### config.mk
export PLATFORM = sky130hd
export DESIGN_NAME = cache_dir_responder
export DESIGN_NICKNAME = d
export VERILOG_FILES = /design/src/rtl/dir_pkg.sv /design/src/rtl/dir_rsp_decode.sv /design/src/rtl/cache_dir_responder.sv
export SDC_FILE = /design/constraint.sdc
export NUM_CORES = 1
export LEC_CHECK = 0
export ABC_CLOCK_PERIOD_IN_PS = 3300
export BUFFER_PORTS_ARGS = -buffer_cell sky130_fd_sc_hd__buf_2
export CAP_MARGIN = 10
export CORE_AREA = 2 2 261 263
export CTS_CLUSTER_DIAMETER = 150
export DETAILED_ROUTE_END_ITERATION = 8
export DIE_AREA = 0 0 263 265
export GPL_ROUTABILITY_DRIVEN = 0
export PLACE_DENSITY = 0.6
export SETUP_SLACK_MARGIN = 0.4
export SLEW_MARGIN = 20
export SYNTH_ARGS = -nofsm -noshare
export SYNTH_HDL_FRONTEND = slang
export SYNTH_SLANG_ARGS = --single-unit
### constraint.sdc
create_clock -name clk -period 3.3 [get_ports clk]
set_input_delay 0.165 -clock clk [delete_from_list [all_inputs] [get_ports clk]]
set_output_delay 0.165 -clock clk [all_outputs]
set_load 0.02 [all_outputs]
### src/rtl/dir_pkg.sv
// Opcode and line-state encodings shared between the directory and the cache responders.
package dir_pkg;

   localparam int unsigned OP_W = 3;
   localparam int unsigned ST_W = 2;

   typedef enum logic [OP_W-1:0] {
      OP_NOOP  = 3'd0,
      OP_REPLY = 3'd2,
      OP_RD    = 3'd3,
      OP_WR    = 3'd4,
      OP_INV   = 3'd5,
      OP_UPD   = 3'd6,
      OP_RINV  = 3'd7
   } dir_op_e;

   // Line states: bit1 = modified, bit0 = shared; 2'b11 is treated as modified.
   localparam logic [ST_W-1:0] ST_INV = 2'b00;
   localparam logic [ST_W-1:0] ST_SHR = 2'b01;
   localparam logic [ST_W-1:0] ST_MOD = 2'b10;

   function automatic logic is_modified(input logic [ST_W-1:0] st);
      return st[1];
   endfunction

   function automatic logic is_shared(input logic [ST_W-1:0] st);
      return !st[1] && st[0];
   endfunction

   // Action chosen for one request after its lookup has returned.
   typedef struct packed {
      logic            reply;
      dir_op_e         rsp_op;
      logic            use_lu_data;
      logic            st_wr;
      logic [ST_W-1:0] st_state;
      logic            line_wr;
   } dir_action_t;

endpackage

### src/rtl/dir_rsp_decode.sv
// Maps (opcode, lookup hit, line state) to the responder's action.
import dir_pkg::*;

module dir_rsp_decode (
   input  logic [OP_W-1:0] op,
   input  logic            hit,
   input  logic [ST_W-1:0] state,
   output dir_action_t     act
);

   logic hit_mod;
   logic hit_shr;

   assign hit_mod = hit && is_modified(state);
   assign hit_shr = hit && is_shared(state);

   // Action table; anything not listed is consumed silently.
   always_comb begin
      act        = '0;
      act.rsp_op = OP_NOOP;
      case (dir_op_e'(op))
         OP_RD: begin
            act.reply = 1'b1;
            if (hit) begin
               act.rsp_op      = OP_REPLY;
               act.use_lu_data = 1'b1;
               if (hit_mod) begin
                  act.st_wr    = 1'b1;
                  act.st_state = ST_SHR;
               end
            end
         end
         OP_WR: begin
            act.line_wr  = 1'b1;
            act.st_wr    = 1'b1;
            act.st_state = ST_SHR;
         end
         OP_INV: begin
            if (hit_mod) begin
               act.reply       = 1'b1;
               act.rsp_op      = OP_WR;
               act.use_lu_data = 1'b1;
               act.st_wr       = 1'b1;
               act.st_state    = ST_INV;
            end else if (hit_shr) begin
               act.st_wr    = 1'b1;
               act.st_state = ST_INV;
            end
         end
         OP_UPD: begin
            if (hit_shr) begin
               act.st_wr    = 1'b1;
               act.st_state = ST_MOD;
            end
         end
         OP_RINV: begin
            act.reply = 1'b1;
            if (hit) begin
               act.rsp_op      = OP_REPLY;
               act.use_lu_data = 1'b1;
               act.st_wr       = 1'b1;
               act.st_state    = ST_INV;
            end
         end
         default: ;
      endcase
   end

endmodule

### src/rtl/cache_dir_responder.sv
// Services directory requests against the local cache: lookup, state/data update, optional reply.
import dir_pkg::*;

module cache_dir_responder #(
   parameter int unsigned CL_SIZE = 128,
   parameter int unsigned NAME    = 1
) (
   input  logic               clk,
   input  logic               rst,
   input  logic               req_valid,
   output logic               req_ready,
   input  logic [2:0]         req_operation,
   input  logic [31:0]        req_addr,
   input  logic [CL_SIZE-1:0] req_data,
   output logic               lu_req,
   output logic [31:0]        lu_addr,
   input  logic               lu_hit,
   input  logic [1:0]         lu_state,
   input  logic [CL_SIZE-1:0] lu_data,
   output logic               st_wr_en,
   output logic [31:0]        st_wr_addr,
   output logic [1:0]         st_wr_state,
   output logic               line_wr_en,
   output logic [CL_SIZE-1:0] line_wr_data,
   output logic               rsp_valid,
   input  logic               rsp_ready,
   output logic [2:0]         rsp_operation,
   output logic [31:0]        rsp_addr,
   output logic [CL_SIZE-1:0] rsp_data,
   output logic [1:0]         rsp_src,
   output logic               busy
);

   localparam int unsigned AW = 32;

   typedef enum logic [1:0] {S_IDLE, S_LOOKUP, S_EVAL, S_SEND} state_e;

   state_e              state_q, state_d;
   logic [OP_W-1:0]     op_q;
   logic [AW-1:0]       addr_q;
   logic [CL_SIZE-1:0]  data_q;
   dir_action_t         act;
   logic                accept;
   logic                eval_go;
   logic                send_done;

   dir_rsp_decode u_decode (
      .op    (op_q),
      .hit   (lu_hit),
      .state (lu_state),
      .act   (act)
   );

   assign rsp_src = 2'(NAME);

   // Next-state logic.
   always_comb begin
      state_d   = state_q;
      accept    = 1'b0;
      eval_go   = 1'b0;
      send_done = 1'b0;
      case (state_q)
         S_IDLE: begin
            if (req_valid && req_ready) begin
               accept  = 1'b1;
               state_d = S_LOOKUP;
            end
         end
         S_LOOKUP: state_d = S_EVAL;
         S_EVAL: begin
            eval_go = 1'b1;
            state_d = act.reply ? S_SEND : S_IDLE;
         end
         S_SEND: begin
            if (rsp_ready) begin
               send_done = 1'b1;
               state_d   = S_IDLE;
            end
         end
         default: state_d = S_IDLE;
      endcase
   end

   // State register.
   always_ff @(posedge clk or negedge rst) begin
      if (!rst) state_q <= S_IDLE;
      else      state_q <= state_d;
   end

   // Request capture at accept.
   always_ff @(posedge clk or negedge rst) begin
      if (!rst) begin
         op_q   <= '0;
         addr_q <= '0;
         data_q <= '0;
      end else if (accept) begin
         op_q   <= req_operation;
         addr_q <= req_addr;
         data_q <= req_data;
      end
   end

   // Registered outputs, derived from the upcoming state and the EVAL decision.
   always_ff @(posedge clk or negedge rst) begin
      if (!rst) begin
         req_ready     <= 1'b0;
         busy          <= 1'b0;
         lu_req        <= 1'b0;
         lu_addr       <= '0;
         st_wr_en      <= 1'b0;
         st_wr_addr    <= '0;
         st_wr_state   <= '0;
         line_wr_en    <= 1'b0;
         line_wr_data  <= '0;
         rsp_valid     <= 1'b0;
         rsp_operation <= '0;
         rsp_addr      <= '0;
         rsp_data      <= '0;
      end else begin
         req_ready  <= (state_d == S_IDLE);
         busy       <= (state_d != S_IDLE);
         lu_req     <= accept;
         lu_addr    <= accept ? req_addr : '0;
         st_wr_en   <= eval_go && act.st_wr;
         line_wr_en <= eval_go && act.line_wr;
         if (eval_go && act.st_wr) begin
            st_wr_addr  <= addr_q;
            st_wr_state <= act.st_state;
         end
         if (eval_go && act.line_wr) line_wr_data <= data_q;
         if (eval_go && act.reply) begin
            rsp_valid     <= 1'b1;
            rsp_operation <= act.rsp_op;
            rsp_addr      <= addr_q;
            rsp_data      <= act.use_lu_data ? lu_data : '0;
         end else if (send_done) begin
            rsp_valid <= 1'b0;
         end
      end
   end

endmodule

[Yosys cells after proc, flatten, opt, wreduce, memory -nomap -nowiden]
Index checks and enable logic that the tools add are counted.
Cells by class
  add/sub/neg operators: 0
  multiply operators: 0
  div/mod/pow operators: 0
  magnitude comparators: 0
  eq/ne operators: 8
  shifts and indexed selects: 0
  mux-type cells: 23
  bitwise logic cells: 0
  reductions and logical operators: 12
Operators by type and width (count)
  $mux 128: 1
  $mux 32: 1
  $pmux 3 s5: 1
  $pmux 5 s3: 1
  $eq 3x3->1 const B: 4
  $mux 3: 4
  $mux 6: 2
  $mux 1: 8
  $pmux 2 s4: 1
  $logic_and 1x1->1: 7
  $mux 2: 3
  $mux 5: 1
  $eq 2x2->1 const B: 2
  $logic_not 2->1: 2
  $reduce_bool 2->1: 2
  $eq 3x2->1 const B: 1
  $eq 2x1->1 const B: 1
  $logic_not 1->1: 1
Storage, ports and cells
  register bits after elaboration: 528
  bits in latches: 0
  RAM bits: 0
  ROM bits: 0
  input port bits: 298
  output and inout port bits: 365
  logic and storage cells: 60
  memories: 0

[Depth between registers and ports, before layout]
Gate-level depths: netlist of the first run.
  word-level depth: 7
  mapped depth: 9
  mapped depth without buffers: 5

[Cells and area by module]
A second synthesis of the first run with hierarchy kept.
Second synthesis, totals
  cells, all modules: 1421
  area total of the unflattened synthesis: 20478.4 sq um
Modules (own cells, without submodules)
  cache_dir_responder: instances 1, cells each 1400, area each 20354.5 sq um, seq. area each 13212.7 sq um
  dir_rsp_decode: instances 1, cells each 21, area each 123.9 sq um, seq. area each 0.0 sq um

[Worst setup path after synthesis of the first run]
No wires, ideal clock.
  path type: register to register
  start: register op_q[0]
  end: register st_wr_addr[10]
  library setup time: 0.125 ns
  data arrival time: 1.815 ns
  data required time: 3.175 ns
  path slack: 1.360 ns
  stages on the path, launching flop included: 7
  buffers on the path: 2
  clock period less this slack: 1.940 ns
  cell sequence: dfrtp_1 > buf_6 > nor2_2 > o21ai_2 > a2111oi_4 > buf_6 > mux2_4
On the way
  word-level cells in the longest chain between the ends: 3
  elaborated cells on any way between the ends: 7
  classes of those cells: eq/ne: 5; mux: 1; reduce/logical: 1
Ends and longest elaborated chain
  start: declaration: line cache_dir_responder.sv:39  | logic [OP_W-1:0] op_q;
  start signal: assignment: line cache_dir_responder.sv:97  | op_q <= req_operation;
  $eq 3x3->1 / $eq 3x2->1 (equally long branches): line dir_rsp_decode.sv:21  | case (dir_op_e'(op))
  $pmux 3 s5 (*): line dir_rsp_decode.sv:21
  $logic_and 1x1->1 (*): line cache_dir_responder.sv:126  | if (eval_go && act.st_wr) begin
  end signal: assignment: line cache_dir_responder.sv:127  | st_wr_addr <= addr_q;
  end: declaration: line cache_dir_responder.sv:21  | output logic [31:0] st_wr_addr,
Every way passes the cells marked *; elsewhere a longest branch is shown, timed or not.
A chain may end at the register's enable or synchronous reset.

[Worst setup path after layout of the first run]
  start: register op_q[2]
  end: register rsp_data[14]
On the way
  word-level cells in the longest chain between the ends: 3
  elaborated cells on any way between the ends: 6
  classes of those cells: eq/ne: 3; mux: 2; reduce/logical: 1
Ends and longest elaborated chain
  $eq 3x3->1 / $eq 3x2->1 (equally long branches): line dir_rsp_decode.sv:21
  $pmux 5 s3 (*): line dir_rsp_decode.sv:21
  $mux 128 / $logic_and 1x1->1 (equally long branches): line cache_dir_responder.sv:135, cache_dir_responder.sv:131
  end signal: assignment: line cache_dir_responder.sv:135  | rsp_data <= act.use_lu_data ? lu_data : '0;
  end: declaration: line cache_dir_responder.sv:29  | output logic [CL_SIZE-1:0] rsp_data,
Marks and branches as above.

==> results of run 1 <==
[stage by stage]
step / area, µm² / std cells
after floorplan: 19800 / 1978
after global placement: 24200 / 3428
after detailed placement: 24200 / 3428
after CTS: 29100 / 3827
after global routing: 29100 / 3831
final: 29100 / 3831
[critical path, delay by kind of cell, from the launching register on]
| family | cells | cell delay (ps) |
|---|---|---|
| compound gates | 2 | 960 |
| buf+inv | 1 | 520 |
| flops | 1 | 490 |
| simple gates | 1 | 240 |
[layer usage]
| metal | vias to the layer above | part of all wire (%) | GRT usage (%) |
|---|---|---|---|
| met5 | - | 0 | 0 |
| met4 | 0 | 4.9 | 8.80 |
| met3 | 145 | 7.6 | 5.58 |
| met2 | 614 | 48 | 31.1 |
| met1 | 8018 | 40 | 22.4 |
| li1 | 8060 | - | - |
[cells in the mapped netlist (5+ instances only)]
| library cell | number | area share [%] |
|---|---|---|
| nand3_1 | 5 | 0.13 |
| dfrtp_1 | 527 | 67 |
| clkbuf_1 | 84 | 1.6 |
| mux2_4 | 27 | 2.0 |
| mux2_2 | 37 | 2.1 |
| o21ai_0 | 129 | 3.3 |
| a21o_1 | 32 | 1.2 |
| buf_4 | 13 | 0.49 |
| and2_1 | 32 | 1.0 |
| nand2_1 | 1039 | 20 |
| inv_1 | 6 | 0.11 |
| buf_2 | 14 | 0.35 |
[sequential cells by signal, summed over array words and instances, names as in the netlist]
name and flops:
line_wr_en 1, state_q 2, rsp_valid 1, rsp_addr 32, st_wr_en 1, lu_req 1, st_wr_addr 32, req_ready 1
addr_q 32, op_q 3, rsp_operation 2, data_q 128, st_wr_state 2, line_wr_data 128, rsp_data 128, lu_addr 32
busy 1
[logic make-up (layout without fill, tap and decap cells)]
kind of cell,count (synthesis),after routing,synth area share (%)
AOI/OAI and AO/OA,172,172,5.04
other,2,7,0.0380
muxes,65,65,4.21
and+or+nand+nor,1086,1086,21.2
buffers and inverters,125,1101,2.86
DFF,527,527,66.7
[final cells by class]
type	instances	area, µm²
clock inverters	23	319
multi-input cells	1326	6070
inverters	6	27.5
clock buffers	80	1670
repair buffers	992	6760
diodes	4	10.0
flip-flops and latches	527	13200
fillers	6351	37700
well taps	873	1090
[worst paths after layout]
| path | startpoint | end | slack [ps] | depth (start not counted) |
|---|---|---|---|---|
| setup reg to reg | op_q[2] | rsp_data[14] | 910 | 4 |
| hold / removal | req_valid | lu_req | 110 | 3 |
| setup / recovery | op_q[2] | rsp_data[14] | 910 | 4 |
| min in group asynchronous | rst | data_q[79] | 180 | 2 |
| hold reg to reg | data_q[109] | line_wr_data[109] | 460 | 2 |
| max in group asynchronous | rst | rsp_data[36] | 2100 | 3 |
[power breakdown]
group	switching, W	internal, W	leakage (nW)	total, W
sequential	0.00138	0.00884	6.90	0.0102
combinational	0.00520	0.00283	7.89	0.00803
clock	0.00273	0.00401	0.988	0.00674
total	0.00931	0.0157	15.8	0.0250
==> reports/qor.yml, run 1 <==
critPathMaxStageDelay_ps: 770
cts_root_buf: "clkbuf_16"
final_cell_mix: "nand2_1, buf_2, dfrtp_1"
syn_area_um2: 19800
cts_setup_buffers: 0
dpl.hpwl_um: 44400
start_kind: "register"
end_kind: "register"
antenna_found_initial: 4
area_growth_pct: 47.3
syn_area_per_cell_um2: 10.0
cp_slowest_cell: "o211ai_4"
cts_made_buffers: 58
holdWs_ps: 110
cp.required_ps: 3760
htree_levels: 2
wire_per_inst_um: 17.5
grt_overflow: 0
hold_buffers: 296
ys_seq_elements: 527
cts_tree: "built"
finalHoldViolCount: 0
max_freq_ghz: 0.419
num_rows: 95
period_minus_slack_ps: 2390
initial_core_util_pct: 29.6
dieArea_um2: 69700
coreArea_um2: 66800
synth_cells: 1977
p_leak_nw: 15.8
min_period_over_period_pct: 72.3
wl_um: 67000
finalPower_w: 0.0250
yosys_most_used_dff: "dfrtp_1"
grt_pass1_vias: 17100
clock_latency_ps: 620
slew_headroom_pct: 34.8
ios: 663
clock_sinks: 527
grt_first_pass_wirelength_um: 102000
cap_violations: 0
via_count: 16800
cts_buffer_depth: 3
yosys_warnings: 0
drc: 0
seq_area_frac_synth_pct: 66.7
grt_util_all_layers_pct: 18.7
worstPathMaxFanout: 48
final_util_pct: 43.6
drtIter0Drc: 1167
rsz0062_at_grt: "no"
finalSetupViolCount: 0
hold_path.class: "primary input to register"
slew_viol_final: 0
postRouteAntennaNets: 0
path_class: "register to register"
layout-drive-gt1-share_pct: 29.3
skew_ps: 21.1
status: "finished, final reports clean"
worstPathCellList: "and3_1 > o211ai_4 > buf_4 > o21ai_0"
post-place-ws_ps: 882
dr.pass1.iters: 5
tightest_slew_ps: 974
fin_nets: 3209
grt_max_degree: 165
ir_drop_v: 0.000514
clkTransAtPathRegs_ps: 60
synth_edf_count: 0
synth.distinct_cells: 31
synthArstFlopShare_pct: 100
setup_tns_ps: 0
final_common_cell: "nand2_1"
power_density_nw_per_um2: 858
numPortBuffers: 659
die_x_um: 263
worst_slack_ps: 913
cts_resized: 0
die_h_um: 265
vias_per_cell: 4.39
cp_data_arrival_time_ps: 2850
(Power assumes the default switching activity.)
==> run 2: changes to the inputs <==
Settings changed: ABC_CLOCK_PERIOD_IN_PS 3300 to 2500, CORE_AREA 2 2 261 263 to 2 2 255 257, DIE_AREA 0 0 263 265 to 0 0 257 259, PLACE_DENSITY 0.6 to 0.62.
Clock period 3.3 ns to 2.5 ns, I/O delays scaled along.
==> run 2 against run 1 <==
Compared with the run above: critical path depth grew 2; sequential share of layout area shrank 0.20 points; sequential power grew 33%; utilization grew 2.2 points; global-route usage grew 1.3 points; register-to-register slack lost 410 ps; cell count is essentially flat; clock power grew 31%; sequential cell count is the same; clock skew grew 8.7 ps; critical endpoint is now st_wr_addr[18]; largest cell class unchanged.
==> reports/qor.yml, run 2 (same netlist as run 1, synthesis figures left out) <==
status: "finished, final reports clean"
cp_data_arrival_time_ps: 2490
start_kind: "register"
largestRegisters: "data_q x128, line_wr_data x128, rsp_data x128"
fin_area_um2: 29300
grt_pass1_vias: 17800
grt_overflow: 0
worst_slack_ps: 506
max_freq_ghz: 0.501
wire_per_inst_um: 17.8
drc: 0
finalSetupViolCount: 0
path_class: "register to register"
worstPathCellList: "inv_1 > o41ai_4 > a2111oi_4 > buf_4 > bufbuf_16 > mux2_4"
via_count: 17100
cts_tree: "built"
cellInternalPower_w: 0.0208
cts_root_buf: "clkbuf_16"
antenna_found_initial: 2
clkTransAtPathRegs_ps: 60
post-place-ws_ps: 373
dpl.hpwl_um: 46000
power_density_nw_per_um2: 1130
worstPathMaxFanout: 14
place_area_um2: 24200
end_kind: "register"
layout-drive-gt1-share_pct: 29.7
htree_levels: 2
period_minus_slack_ps: 1990
postRouteAntennaNets: 0
dr.pass1.iters: 5
final_common_cell: "nand2_1"
p_switching_w: 0.0124
slew_headroom_pct: 53.2
cap_violations: 0
fillers: 5796
clock_latency_ps: 610
area_growth_pct: 48.0
wl_um: 68200
r2r_cells: 6
grt_first_pass_wirelength_um: 104000
slew_viol_final: 0
grt_max_degree: 130
fin_nets: 3223
combinationalPowerShare_pct: 32.3
hold_path.class: "primary input to async pin"
drtIter0Drc: 1407
cp.required_ps: 2990
critPathMaxStageDelay_ps: 490
tightest_slew_ps: 701
dieArea_um2: 66600
final-seq-area_um2: 13200
final_util_pct: 45.8
vias_per_cell: 4.46
p_seq_share_pct: 41.0
numPortBuffers: 659
ir_drop_v: 0.000605
cts_made_buffers: 56
pwr-share-clk_pct: 26.7
cp_slowest_cell: "dfrtp_2"
die_h_um: 259
coreArea_um2: 63900
final_cell_mix: "nand2_1, buf_2, dfrtp_1"
skew_ps: 29.8
die_x_um: 257
min_period_over_period_pct: 79.8
grt_util_all_layers_pct: 20.0
finalHoldViolCount: 0
cts_buffer_depth: 3
setup_tns_ps: 0
num_rows: 93
initial_core_util_pct: 31.0
clock_sinks: 527
rsz0062_at_grt: "no"
swShare_pct: 37.3
multiInputGateArea_um2: 6090
ios: 663
p_leak_nw: 15.8
## run 2: cell count changes in the layout (fill, tap and decap cells not counted), moves of 3 or more
cell	change
diode_2	-3
buf_4	+14
clkinv_2	-3
clkbuf_1	+3
clkinvlp_4	+3
## run 2: timing repair
action / CTS / global route
endpoints found under the setup margin: 11 / 32
hold endpoints to repair: 858 / 0
gates cloned: 1 / 0
hold buffers: 296 / 0
resized for setup: 4 / 2
pin swaps: 1 / 0
setup buffers: 2 / 2
## run 2: per-stage QoR
stage	instances	power [W]	hold WS, ps
after floorplan	1978	0.0194	-171
after global placement	3421	0.0238	86.1
after detailed placement	3421	0.0241	88.0
after CTS	3825	0.0335	8.76
after global routing	3828	0.0351	22.7
final	3828	0.0332	31.8
## run 2: final timing paths
path | from | endpoint | slack, ps
min in group clk | req_valid | lu_req | 50
hold / removal | rst | data_q[71] | 30
setup / recovery | op_q[0] | st_wr_addr[18] | 510
hold reg to reg | data_q[67] | line_wr_data[67] | 460
max in group asynchronous | rst | rsp_data[29] | 1580
setup reg to reg | op_q[0] | st_wr_addr[18] | 510
## run 2: area by class of cell
class,count,share of cell area (%)
clock inverters,24,1.17
flip-flops and latches,527,45.0
diodes,1,0.00855
repair buffers,1008,23.6
well taps,855,3.65
clock buffers,81,5.58
multi-input cells,1326,20.8
inverters,6,0.103
## run 2: routing by layer
layer | wire, µm | GRT usage, % | vias to the layer above
met1 | 26300 | 23.1 | 8212
met5 | 16 | 0 | -
met3 | 4620 | 5.19 | 152
met4 | 4060 | 10.9 | 2
met2 | 33200 | 34.1 | 630
li1 | - | - | 8063
## run 2: worst max-delay path: cells and delay by family (launching register included)
kind                   cells  cell delay [ps]
buffers and inverters      3              620
DFF                        1              490
AOI/OAI and AO/OA          2              460
muxes                      1              300
## run 2: power groups by stage
| stage | Clock [W] | Sequential, W | Combinational, W |
|---|---|---|---|
| floorplan | 0 | 0.0155 | 0.00390 |
| global placement | 0 | 0.0137 | 0.0102 |
| detailed placement | 0 | 0.0137 | 0.0103 |
| CTS | 0.00909 | 0.0136 | 0.0108 |
| global route | 0.00945 | 0.0140 | 0.0117 |
| finish | 0.00885 | 0.0136 | 0.0107 |
